**config.mk**
```make
export PLATFORM = sky130hd
export DESIGN_NAME = data_pattern_source
export DESIGN_NICKNAME = d
export VERILOG_FILES = /design/src/rtl/dps_pkg.sv /design/src/rtl/dps_beat_gen.sv /design/src/rtl/data_pattern_source.sv
export SDC_FILE = /design/constraint.sdc
export NUM_CORES = 1
export LEC_CHECK = 0
export ABC_AREA = 1
export ABC_CLOCK_PERIOD_IN_PS = 5400
export CORE_AREA = 2 2 96 98
export CTS_BUF_LIST = sky130_fd_sc_hd__clkbuf_16
export DETAILED_ROUTE_END_ITERATION = 6
export DIE_AREA = 0 0 98 100
export GPL_ROUTABILITY_DRIVEN = 0
export MAX_ROUTING_LAYER = met4
export PLACE_DENSITY = 0.69
export SYNTH_ARGS = -nofsm -noshare
export SYNTH_HDL_FRONTEND = slang
export SYNTH_SLANG_ARGS = --single-unit
```
**constraint.sdc**
```tcl
create_clock -name clk -period 5.4 [get_ports clk]
set_clock_uncertainty 0.2 [all_clocks]
set_input_delay 0.81 -clock clk [delete_from_list [all_inputs] [get_ports clk]]
set_output_delay 0.81 -clock clk [all_outputs]
set_load 0.1 [all_outputs]
```
**src/rtl/dps_pkg.sv**
```systemverilog
// Shared types and helpers for the data_pattern_source block.
// Holds the beat-mode and FSM state encodings plus the Galois LFSR step.
// The LFSR step works on a fixed maximum width; callers zero-extend and truncate.
package dps_pkg;

    typedef enum logic [1:0] {
        MODE_PASS  = 2'd0,
        MODE_CONST = 2'd1,
        MODE_COUNT = 2'd2,
        MODE_LFSR  = 2'd3
    } mode_e;

    typedef enum logic [1:0] {
        IDLE = 2'd0,
        RUN  = 2'd1,
        DONE = 2'd2
    } state_e;

    // Widest DATA_W the LFSR helper supports.
    localparam int LFSR_MAX_W = 64;

    // One Galois step. Upper bits above the caller's width must be zero so
    // the right shift feeds a zero into the caller's MSB.
    function automatic logic [LFSR_MAX_W-1:0] lfsr_next(
        input logic [LFSR_MAX_W-1:0] v,
        input logic [LFSR_MAX_W-1:0] poly
    );
        return (v >> 1) ^ (v[0] ? poly : '0);
    endfunction

endpackage

```
**src/rtl/dps_beat_gen.sv**
```systemverilog
// Generated-beat source for CONST/COUNT/LFSR modes.
// Ports: clk/rst_n; load_i latches mode_i/seed_i; adv_i steps to the next beat;
//        first_o is beat 0 (combinational from mode_i/seed_i), next_o the beat after the last one issued.
module dps_beat_gen
    import dps_pkg::*;
#(
    parameter int                DATA_W    = 8,
    parameter logic [DATA_W-1:0] CONST_PAT = 'hAA,
    parameter logic [DATA_W-1:0] LFSR_POLY = 'hB8
) (
    input  logic              clk,
    input  logic              rst_n,
    input  logic              load_i,
    input  logic [1:0]        mode_i,
    input  logic [DATA_W-1:0] seed_i,
    input  logic              adv_i,
    output logic [DATA_W-1:0] first_o,
    output logic [DATA_W-1:0] next_o
);

    mode_e             mode_q, mode_d;
    logic [DATA_W-1:0] gen_q, gen_d;

    function automatic logic [DATA_W-1:0] succ(input mode_e m, input logic [DATA_W-1:0] v);
        logic [DATA_W-1:0] r;
        case (m)
            MODE_CONST: r = CONST_PAT;
            MODE_COUNT: r = v + DATA_W'(1);
            MODE_LFSR:  r = DATA_W'(lfsr_next(LFSR_MAX_W'(v), LFSR_MAX_W'(LFSR_POLY)));
            default:    r = v;
        endcase
        return r;
    endfunction

    always_comb begin
        case (mode_e'(mode_i))
            MODE_CONST: first_o = CONST_PAT;
            // An all-zero LFSR state would lock up, so it is replaced by 1.
            MODE_LFSR:  first_o = (seed_i == '0) ? DATA_W'(1) : seed_i;
            default:    first_o = seed_i;
        endcase
    end

    // gen_q always holds the value of the beat following the one most
    // recently loaded into the output slice.
    always_comb begin
        mode_d = mode_q;
        gen_d  = gen_q;
        if (load_i) begin
            mode_d = mode_e'(mode_i);
            gen_d  = succ(mode_e'(mode_i), first_o);
        end else if (adv_i) begin
            gen_d  = succ(mode_q, gen_q);
        end
    end

    always_ff @(posedge clk or negedge rst_n) begin
        if (!rst_n) begin
            mode_q <= MODE_PASS;
            gen_q  <= '0;
        end else begin
            mode_q <= mode_d;
            gen_q  <= gen_d;
        end
    end

    assign next_o = gen_q;

endmodule

```
**src/rtl/data_pattern_source.sv**
```systemverilog
// Registered burst data source: PASS (in_data), CONST, COUNT or LFSR beats, burst_len per start.
// Ports: clk, rst_n (async active-low); start/mode/seed/burst_len burst control; in_valid/in_ready/in_data
//        PASS input; out_valid/out_ready/out_data output slice; busy, done status.
// Optional: DPS_CHECKSUM_EN adds checksum output (XOR of all handshaked beats of the burst).
module data_pattern_source
    import dps_pkg::*;
#(
    parameter int                 DATA_W    = 8,
    parameter int                 BURST_W   = 8,
    parameter logic [DATA_W-1:0]  CONST_PAT = 'hAA,
    parameter logic [DATA_W-1:0]  LFSR_POLY = 'hB8
) (
    input  logic               clk,
    input  logic               rst_n,
    input  logic               start,
    input  logic [1:0]         mode,
    input  logic [DATA_W-1:0]  seed,
    input  logic [BURST_W-1:0] burst_len,
    input  logic               in_valid,
    output logic               in_ready,
    input  logic [DATA_W-1:0]  in_data,
    output logic               out_valid,
    input  logic               out_ready,
    output logic [DATA_W-1:0]  out_data,
    output logic               busy,
    output logic               done
`ifdef DPS_CHECKSUM_EN
    ,
    output logic [DATA_W-1:0]  checksum
`endif
);

    state_e             state_q, state_d;
    mode_e              mode_q, mode_d;
    logic [BURST_W-1:0] len_q, len_d;
    logic [BURST_W-1:0] issued_q, issued_d;   // beats loaded into the output slice
    logic [BURST_W-1:0] hs_cnt_q, hs_cnt_d;   // beats handshaked downstream
    logic               out_valid_q, out_valid_d;
    logic [DATA_W-1:0]  out_data_q, out_data_d;
    logic               busy_q, busy_d;
    logic               done_q, done_d;

    logic               load;
    logic               hs;
    logic               last_hs;
    logic               slot_free;
    logic               more;
    logic               gen_issue;
    logic               pass_issue;
    logic               in_ready_c;
    logic [DATA_W-1:0]  gen_first;
    logic [DATA_W-1:0]  gen_next;

    assign load      = (state_q == IDLE) && start;
    assign hs        = out_valid_q && out_ready;
    assign last_hs   = hs && (hs_cnt_q == len_q - BURST_W'(1));
    assign slot_free = !out_valid_q || out_ready;
    assign more      = issued_q < len_q;
    assign in_ready_c = (state_q == RUN) && (mode_q == MODE_PASS) && more && slot_free;
    assign gen_issue  = (state_q == RUN) && (mode_q != MODE_PASS) && more && slot_free;
    assign pass_issue = in_ready_c && in_valid;

    dps_beat_gen #(
        .DATA_W    (DATA_W),
        .CONST_PAT (CONST_PAT),
        .LFSR_POLY (LFSR_POLY)
    ) u_beat_gen (
        .clk     (clk),
        .rst_n   (rst_n),
        .load_i  (load),
        .mode_i  (mode),
        .seed_i  (seed),
        .adv_i   (gen_issue),
        .first_o (gen_first),
        .next_o  (gen_next)
    );

    always_comb begin
        state_d     = state_q;
        mode_d      = mode_q;
        len_d       = len_q;
        issued_d    = issued_q;
        hs_cnt_d    = hs_cnt_q;
        out_valid_d = out_valid_q;
        out_data_d  = out_data_q;

        case (state_q)
            IDLE: begin
                if (start) begin
                    mode_d   = mode_e'(mode);
                    len_d    = burst_len;
                    issued_d = '0;
                    hs_cnt_d = '0;
                    if (burst_len == '0) begin
                        state_d = DONE;
                    end else begin
                        state_d = RUN;
                        // Generated modes preload beat 0 so it is valid the next cycle.
                        if (mode_e'(mode) != MODE_PASS) begin
                            out_valid_d = 1'b1;
                            out_data_d  = gen_first;
                            issued_d    = BURST_W'(1);
                        end
                    end
                end
            end
            RUN: begin
                if (hs) begin
                    hs_cnt_d    = hs_cnt_q + BURST_W'(1);
                    out_valid_d = 1'b0;
                end
                // A new beat may refill the slot in the same cycle it drains.
                if (gen_issue) begin
                    out_valid_d = 1'b1;
                    out_data_d  = gen_next;
                    issued_d    = issued_q + BURST_W'(1);
                end else if (pass_issue) begin
                    out_valid_d = 1'b1;
                    out_data_d  = in_data;
                    issued_d    = issued_q + BURST_W'(1);
                end
                if (last_hs) begin
                    state_d = DONE;
                end
            end
            DONE: begin
                state_d = IDLE;
            end
            default: begin
                state_d = IDLE;
            end
        endcase

        busy_d = (state_d != IDLE);
        done_d = (state_d == DONE);
    end

    always_ff @(posedge clk or negedge rst_n) begin
        if (!rst_n) begin
            state_q     <= IDLE;
            mode_q      <= MODE_PASS;
            len_q       <= '0;
            issued_q    <= '0;
            hs_cnt_q    <= '0;
            out_valid_q <= 1'b0;
            out_data_q  <= '0;
            busy_q      <= 1'b0;
            done_q      <= 1'b0;
        end else begin
            state_q     <= state_d;
            mode_q      <= mode_d;
            len_q       <= len_d;
            issued_q    <= issued_d;
            hs_cnt_q    <= hs_cnt_d;
            out_valid_q <= out_valid_d;
            out_data_q  <= out_data_d;
            busy_q      <= busy_d;
            done_q      <= done_d;
        end
    end

    assign in_ready  = in_ready_c;
    assign out_valid = out_valid_q;
    assign out_data  = out_data_q;
    assign busy      = busy_q;
    assign done      = done_q;

`ifdef DPS_CHECKSUM_EN
    logic [DATA_W-1:0] csum_q, csum_d;

    // Only handshakes change it, so it holds from the done pulse until the next start.
    always_comb begin
        csum_d = csum_q;
        if (load) begin
            csum_d = '0;
        end else if (hs) begin
            csum_d = csum_q ^ out_data_q;
        end
    end

    always_ff @(posedge clk or negedge rst_n) begin
        if (!rst_n) begin
            csum_q <= '0;
        end else begin
            csum_q <= csum_d;
        end
    end

    assign checksum = csum_q;
`endif

endmodule

```
Word-level counts from Yosys, hierarchy flattened
Index checks and enable logic that the tools add are counted.
{"block": "totals", "register_bits": 49, "out_inout_bits": 12, "wordCells": 96}
{"block": "op_classes", "n_addsub": 5, "reduce_logical": 28, "n_mux": 34, "magnitude_cmp": 1, "n_bitwise": 2, "n_eq_ne": 15}
{"op": "8-bit two-way mux", "count": 15}
{"op": "8-bit case mux with 2 select lines", "count": 4}
{"op": "8-bit case mux with 3 select lines", "count": 2}
{"op": "8-bit by 1-bit adder with 8-bit output (second input constant)", "count": 4}
{"op": "8-bit zero test", "count": 2}
{"op": "7-bit by 8-bit bitwise XOR with 8-bit output", "count": 2}
{"op": "2-bit == test (second input constant)", "count": 5}
{"op": "1-bit logical AND", "count": 10}
{"op": "5-bit AND reduction", "count": 2}
{"op": "2-bit nonzero test", "count": 5}
{"op": "8-bit == test", "count": 1}
{"op": "8-bit less-than comparator", "count": 1}
{"op": "1-bit two-way mux", "count": 8}
{"op": "8-bit by 1-bit subtractor with 8-bit output (second input constant)", "count": 1}
{"op": "2-bit by 1-bit == test with 1-bit output (second input constant)", "count": 3}
{"op": "2-bit two-way mux", "count": 3}
{"op": "2-bit inequality test (second input constant)", "count": 3}
{"op": "3-bit AND reduction", "count": 2}
{"op": "2-bit zero test", "count": 2}
{"op": "4-bit inequality test (second input constant)", "count": 1}
{"op": "2-bit case mux with 2 select lines", "count": 1}
{"op": "2-bit AND reduction", "count": 2}
{"op": "4-bit nonzero test", "count": 1}
{"op": "3-bit inequality test (second input constant)", "count": 1}
{"op": "4 further kinds", "count": 4}

Longest topological paths before layout
Gate-level depths: netlist of run 1.
{"block": "depth", "word_depth": 8, "ltp_mapped": 14, "ltp_nobuf": 13}

Cells and area by module
Synthesis of run 1 repeated with hierarchy kept, for this count alone.
{"block": "unflattened", "hier_cells": 560, "hier_area_um2": 3712.3}
{"mod": "data_pattern_source", "seq_area_each_um2": 975.9, "area_each_um2": 2556.2, "instances": 1, "cells_per_inst": 365}
{"mod": "dps_beat_gen", "seq_area_each_um2": 250.2, "area_each_um2": 1156.1, "instances": 1, "cells_per_inst": 195}

Worst setup path after synthesis of run 1
OpenSTA, ideal clock, no wires.
{"block": "synth_path", "kind": "register -> output", "startpoint": "reg len_q[5]", "endpoint": "out in_ready", "slack_ns": 2.476, "arrival_time_ns": 1.914, "required_ns": 4.390, "stages_incl_launch_ff": 8, "path_cell_list": "dfrtp_1 inv_1 ha_1 a21oi_1 o21a_1 buf_2 nand3_1 inv_1"}
{"block": "synth_between", "elab_chain_cells": 3}
{"item": "start: declaration", "line_no": "data_pattern_source.sv:35", "text": "logic [BURST_W-1:0] len_q, len_d;"}
{"item": "start signal: assignment", "line_no": "data_pattern_source.sv:152", "text": "len_q <= len_d;"}
{"item": "8-bit less-than comparator", "line_no": "data_pattern_source.sv:58", "text": "assign more = issued_q < len_q;"}
{"item": "1-bit logical AND (2 in a row)", "line_no": "data_pattern_source.sv:59", "text": "assign in_ready_c = (state_q == RUN) && (mode_q == MODE_PASS) && more && slot_free;"}
{"item": "end: declaration", "line_no": "data_pattern_source.sv:20", "text": "output logic in_ready,"}
No other way between the ends.

Worst setup path in the final report of run 1
Same ends and word-level chain as after synthesis.

==> flow_summary_export.csv, run 1 <==
group,metric,value,unit
timing,final.min_clock_period,4.04,ns
finish,ff_latch_area,1180,um^2
timing,clock.fmax,0.248,GHz
floorplanning,die-height,100,um
drt,drt_iter0_drc,127,
placement,place_hpwl,6.66,mm
worst_setup_path,cp.required,4.39,ns
clocking,clk_latency_worst_skew_pair,0.29,ns
finish,fill_cell_count,919,
global_route,global_route_wire_length_before_repair,15.6,mm
floorplanning,num_rows,35,
floorplanning,design.die.area,9800,um^2
drt,route.detailed.vias_per_inst,5.23,
logic_synthesis,synth.ff_latch_count,47,
worst_setup_path,start_kind,"flip-flop",
worst_setup_path,critPathArrivalTime,3.03,ns
global_route,grt_pass1_vias,3514,
floorplanning,dieWidth,98,um
clocking,ctsRootBufferMaster,"sky130_fd_sc_hd__clkbuf_16",
finish,finalNetCount,601,
logic_synthesis,synth.distinct_cells,39,
power_and_ir_drop,power.density,568,nW/um^2
clocking,cts_tree,"yes",
logic_synthesis,netlist_area,3530,um^2
clocking,postCtsSetupRepairBufs,0,
floorplanning,floorplan.initialDensity,0.397,
drt,postRouteWirelength,8.82,mm
clocking,total_cts_buffers,5,
finish,insertedDiodeCount,0,
drt,drc,0,
global_route,antenna_found_initial,0,
drt,antenna_violating_nets_post_route,0,
timing,setup_viol,0,
timing,fin_crit_sh,0.748,
floorplanning,io_pins,43,
clocking,cts_resized,0,
logic_synthesis,synthesis.area_per_instance,6.78,um^2
floorplanning,core_region_area,8890,um^2
drt,routed-via-count,3504,
worst_setup_path,worstSetupPathType,"flip-flop to output pin",
finish,area_growth_syn_to_layout,18.0,%
drt,detailedRoute.firstPassIterationCount,5,
placement,dpl_cell_area,4020,um^2
finish,layout-drive-gt1-share,0.0465,
power_and_ir_drop,peakVddDrop,0.221,mV
power_and_ir_drop,p_leak,2.12,nW
worst_setup_path,critical_path.endpoint_type,"output pin",
finish,post-route-util,0.468,
clocking,htreeDepth,2,
global_route,track_usage,0.197,
logic_synthesis,syn-num-nets,563,
clocking,clk_path_buf_depth,2,
timing,finalHoldViolCount,0,
run_status,status,"completed",
clocking,holdBufCountCts,0,
job,maxCapViolations,0,
global_route,grt_start_max_net_pins,48,
global_route,global_route_overflow,0,
placement,io_buffer_count,42,
min_path,timing.hold.worst.class,"flip-flop to flip-flop",
timing,setup_repair_after_global_routing_missed_its_margin,"false",
logic_synthesis,netlist_instances,520,
drt,detail_route.wl_per_cell,13.2,um
timing,finalSetupTns,0,ns
finish,finalInstanceArea,4160,um^2
clocking,cts_sinks,47,
timing,worst_pin_slew,1.08,ns
logic_synthesis,synth_warnings,0,
worst_setup_path,path_max_fanout,11,
timing,final-max-slew-violation-count,0,
logic_synthesis,synth.yosys.seq_area_share,0.334,
clocking,cts.reportedPaths.clkPinSlew,0.07,ns
finish,multi_input_area,2010,um^2
timing,relSlewSlack,0.282,
[worst max-delay path, cell delays in order, from the launching register on]
cell and delay, ns:
sky130_fd_sc_hd__dfrtp_1 0.40, sky130_fd_sc_hd__inv_1 0.06, sky130_fd_sc_hd__ha_1 0.31, sky130_fd_sc_hd__a21oi_1 0.14, sky130_fd_sc_hd__o21a_1 0.42, sky130_fd_sc_hd__nand3_1 0.20
sky130_fd_sc_hd__inv_1 0.09, sky130_fd_sc_hd__clkdlybuf4s50_1 1.12
[per-layer routing]
layer	part of all wire	track usage	vias up
li1	-	-	1770
met1	0.44	0.232	1620
met2	0.49	0.344	95
met3	0.050	0.0369	19
met4	0.019	0.0588	0
met5	0	-	-
[report_power, final]
group          switching [mW]  internal [mW]  total (mW)
Combinational           0.980          0.443        1.42
Clock                   0.139          0.169       0.308
Sequential              0.137          0.494       0.631
[per-stage QoR]
step                      power [mW]  instances  hold WS (ns)  setup slack (ns)
after floorplan                 1.74        520         0.253              2.48
after global placement          2.01        662         0.265              1.53
after detailed placement        2.05        662         0.273              1.49
after CTS                       2.37        670         0.290              1.37
after global routing            2.57        670         0.306              1.22
final                           2.36        670         0.287              1.36
[cells in the mapped netlist (all sizes together)]
cell,n,area share
nand3,49,0.076
nand2,160,0.17
o31ai,1,0.0021
nor3,7,0.013
and3,1,0.0018
inv,71,0.076
xnor2,3,0.0075
o21bai,3,0.0075
xor2,15,0.037
ha,12,0.043
nor2,48,0.062
a22oi,1,0.0021
nand3b,1,0.0021
a31oi,1,0.0018
nand4,21,0.037
buf,6,0.012
a21oi,25,0.035
o211ai,5,0.011
dfrtp,47,0.33
clkinv,1,0.0011
o21ai,31,0.044
a221oi,1,0.0025
clkbuf,5,0.0053
o22a,1,0.0025
o221ai,3,0.0075
o21a,1,0.0021
[flip-flops by register name, summed over array words and instances (netlist names)]
register / cells
hs_cnt_q: 8
issued_q: 8
out_data: 8
state_q: 2
out_valid: 1
mode_q: 2
len_q: 8
done: 1
u_beat_gen.next_o: 8
busy: 1
[logic make-up (layout without fill, tap and decap cells)]
kind of cell,after synthesis,in the layout,synth area share
and+or+nand+nor,287,287,0.366
buffers and inverters,83,122,0.0951
AOI/OAI and AO/OA,73,73,0.118
DFF,47,47,0.334
xor gates and xnor gates,18,18,0.0447
adders and majority gates,12,12,0.0426
[cells in the final DEF, fill, tap and decap left out, types with 2 or more instances in the layout]
cell type                           n
sky130_fd_sc_hd__inv_1             68
sky130_fd_sc_hd__dfrtp_1           47
sky130_fd_sc_hd__a21oi_1           25
sky130_fd_sc_hd__nor3_1             6
sky130_fd_sc_hd__nand2_2            5
sky130_fd_sc_hd__o21bai_1           2
sky130_fd_sc_hd__clkdlybuf4s50_1   41
sky130_fd_sc_hd__nand4_1           21
sky130_fd_sc_hd__o21ai_0           30
sky130_fd_sc_hd__xor2_1            15
sky130_fd_sc_hd__nand2_1          155
sky130_fd_sc_hd__xnor2_1            3
sky130_fd_sc_hd__inv_2              3
sky130_fd_sc_hd__nor2_1            44
sky130_fd_sc_hd__nand3_1           46
sky130_fd_sc_hd__o211ai_1           5
sky130_fd_sc_hd__o221ai_1           3
sky130_fd_sc_hd__nor2_8             2
sky130_fd_sc_hd__nand3_2            2
sky130_fd_sc_hd__clkbuf_16          5
sky130_fd_sc_hd__ha_1              12
sky130_fd_sc_hd__nor2_2             2
[path summary, 6_finish.rpt]
check | start | endpoint | slack [ns] | cells past startpoint
max | len_q[5] | in_ready | 1.36 | 7
min | out_data[4] | out_data[4] | 0.29 | 2
max reg2reg | state_q[0] | hs_cnt_q[6] | 2.92 | 9
min reg2reg | out_data[4] | out_data[4] | 0.29 | 2
max in group asynchronous | rst_n | issued_q[5] | 3.82 | 1
min in group asynchronous | rst_n | issued_q[6] | 0.50 | 1
[final cells by class]
cell class / count / share of cell area
sequential: 47 / 0.283
clock inverter: 3 / 0.00391
inverter: 72 / 0.0656
timing repair buffer: 42 / 0.0999
multi-input combinational: 390 / 0.484
clock buffer: 5 / 0.0301
tap: 111 / 0.0334
No activity file was read; power rests on OpenSTA's default activity.
==> run 2: changes to the inputs <==
ABC_CLOCK_PERIOD_IN_PS = 3500   (was 5400)
PLACE_DENSITY = 0.71   (was 0.69)
clock period = 3.5 ns   (was 5.4 ns; I/O delays follow)
==> flow_summary_export.csv, run 2 (synthesis results as in run 1) <==
group,metric,value,unit
finish,insertedDiodeCount,0,
floorplanning,floorplan.initialDensity,0.397,
placement,place_hpwl,6.67,mm
worst_setup_path,r2r_slack,1.09,ns
global_route,grt_pass1_vias,3435,
clocking,total_cts_buffers,5,
worst_setup_path,r2r-end,"issued_q[6]",
worst_setup_path,path_max_fanout,11,
drt,drc,0,
drt,detailedRoute.firstPassIterationCount,5,
clocking,holdBufCountCts,0,
placement,io_buffer_count,42,
global_route,global_route_overflow,0,
timing,fin_crit_sh,0.837,
worst_setup_path,reg2reg_from,"len_q[5]",
worst_setup_path,worstSetupPathType,"flip-flop to output pin",
clocking,clk_latency_worst_skew_pair,0.29,ns
timing,finalSetupTns,0,ns
finish,layout-drive-gt1-share,0.0536,
clocking,cts_resized,0,
worst_setup_path,slowest_delay,0.40,ns
power_and_ir_drop,peakVddDrop,0.319,mV
floorplanning,io_pins,43,
finish,area_growth_syn_to_layout,18.2,%
drt,routed-via-count,3584,
floorplanning,dieWidth,98,um
global_route,track_usage,0.198,
worst_setup_path,crit_path_cell_trace,"inv_1 > ha_1 > a21oi_1 > o21a_1 > nand3_1 > inv_1 > buf_4",
clocking,cts_sinks,47,
job,maxCapViolations,0,
global_route,grt_start_max_net_pins,48,
floorplanning,num_rows,35,
worst_setup_path,cp_common_cell,"sky130_fd_sc_hd__inv_1",
worst_setup_path,cp.required,2.77,ns
worst_setup_path,crit_path_top_delay_cell,"sky130_fd_sc_hd__dfrtp_1",
clocking,postCtsSetupRepairBufs,0,
drt,detail_route.wl_per_cell,13.4,um
timing,setup_repair_after_global_routing_missed_its_margin,"false",
power_and_ir_drop,power.density,877,nW/um^2
clocking,clk_path_buf_depth,2,
timing,final-max-slew-violation-count,0,
clocking,ctsRootBufferMaster,"sky130_fd_sc_hd__clkbuf_16",
clocking,cts_tree,"yes",
floorplanning,die-height,100,um
worst_setup_path,critPathArrivalTime,2.20,ns
worst_setup_path,crit_end,"in_ready",
run_status,status,"completed",
finish,finalNetCount,602,
timing,relSlewSlack,0.289,
timing,final.min_clock_period,2.93,ns
worst_setup_path,start_kind,"flip-flop",
clocking,cts.reportedPaths.clkPinSlew,0.07,ns
drt,route.detailed.vias_per_inst,5.34,
timing,worst_pin_slew,1.07,ns
floorplanning,design.die.area,9800,um^2
global_route,global_route_wire_length_before_repair,15.5,mm
finish,final_common_cell,"sky130_fd_sc_hd__nand2_1",
floorplanning,core_region_area,8890,um^2
timing,setup_viol,0,
finish,most-common-layout-cells,"sky130_fd_sc_hd__nand2_1, sky130_fd_sc_hd__inv_1, sky130_fd_sc_hd__dfrtp_1",
power_and_ir_drop,p_leak,2.13,nW
worst_setup_path,worst_setup_path_startpoint,"len_q[5]",
drt,drt_iter0_drc,180,
drt,antenna_violating_nets_post_route,0,
timing,clock.fmax,0.341,GHz
finish,post-route-util,0.469,
worst_setup_path,critical_path.endpoint_type,"output pin",
timing,setup_ws,0.571,ns
placement,placement.setup.worst_slack,0.631,ns
worst_setup_path,r2r_depth,9,
global_route,antenna_found_initial,0,
finish,fill_cell_count,896,
min_path,timing.hold.worst.class,"input pin to asynchronous set/reset pin",
timing,finalHoldViolCount,0,
drt,postRouteWirelength,9.01,mm
clocking,htreeDepth,2,
run 2: cell types whose count changed in the layout (fill, tap and decap cells not counted), sizes merged:
cell | previous run | this run
clkinv | 2 | 3
clkdlybuf4s50 | 41 | 39
buf | 1 | 4
clkinvlp | 1 | 0
run 2: cell type report:
cell class | instances | area, um^2 | area share
repair buffers | 43 | 418 | 0.100
well taps | 111 | 139 | 0.0333
clock inverters | 3 | 22.5 | 0.00540
inverters | 72 | 273 | 0.0654
clock buffers | 5 | 125 | 0.0300
flip-flops and latches | 47 | 1180 | 0.282
multi-input cells | 390 | 2010 | 0.483
run 2: stage by stage:
| step | hold WS, ns | cell area (um^2) | std cells | total power, mW |
|---|---|---|---|---|
| 6_report | 0.223 | 4170 | 671 | 3.65 |
| 5_1_grt | 0.310 | 4170 | 671 | 3.98 |
| 4_1_cts | 0.270 | 4170 | 671 | 3.66 |
| 3_5_place_dp | 0.265 | 4020 | 663 | 3.16 |
| 3_3_place_gp | 0.263 | 4020 | 663 | 3.11 |
| 2_1_floorplan | 0.0294 | 3530 | 520 | 2.69 |
run 2: routing by layer:
layer,vias to the layer above,wire length [um],part of all wire,GRT usage
li1,1781,-,-,-
met1,1623,3870,0.43,0.238
met2,148,4280,0.48,0.335
met3,32,550,0.061,0.0320
met4,0,306,0.034,0.0812
met5,-,0,0,-
run 2: worst min-delay path by stage:
stage | startpoint | end | slack, ns
final | rst_n | issued_q[5] | 0.22
after detailed placement | out_data[7] | out_data[7] | 0.27
after global placement | out_data[7] | out_data[7] | 0.26
after CTS | rst_n | issued_q[6] | 0.27
after floorplan | rst_n | busy | 0.03
after global routing | out_data[3] | out_data[3] | 0.31
run 2: where the power goes:
group / total, mW / internal [mW] / switching, mW / leakage [nW]
clock network: 0.494 / 0.268 / 0.227 / 0.0742
registers: 0.980 / 0.762 / 0.218 / 0.588
logic: 2.18 / 0.679 / 1.50 / 1.46
run 2: worst max-delay path: cells and delay by family, from the launching register on:
family / cells / cell delay [ns]
buf+inv: 3 / 0.45
flops: 1 / 0.40
fa+ha+maj: 1 / 0.31
compound gates: 2 / 0.54
simple gates: 1 / 0.22
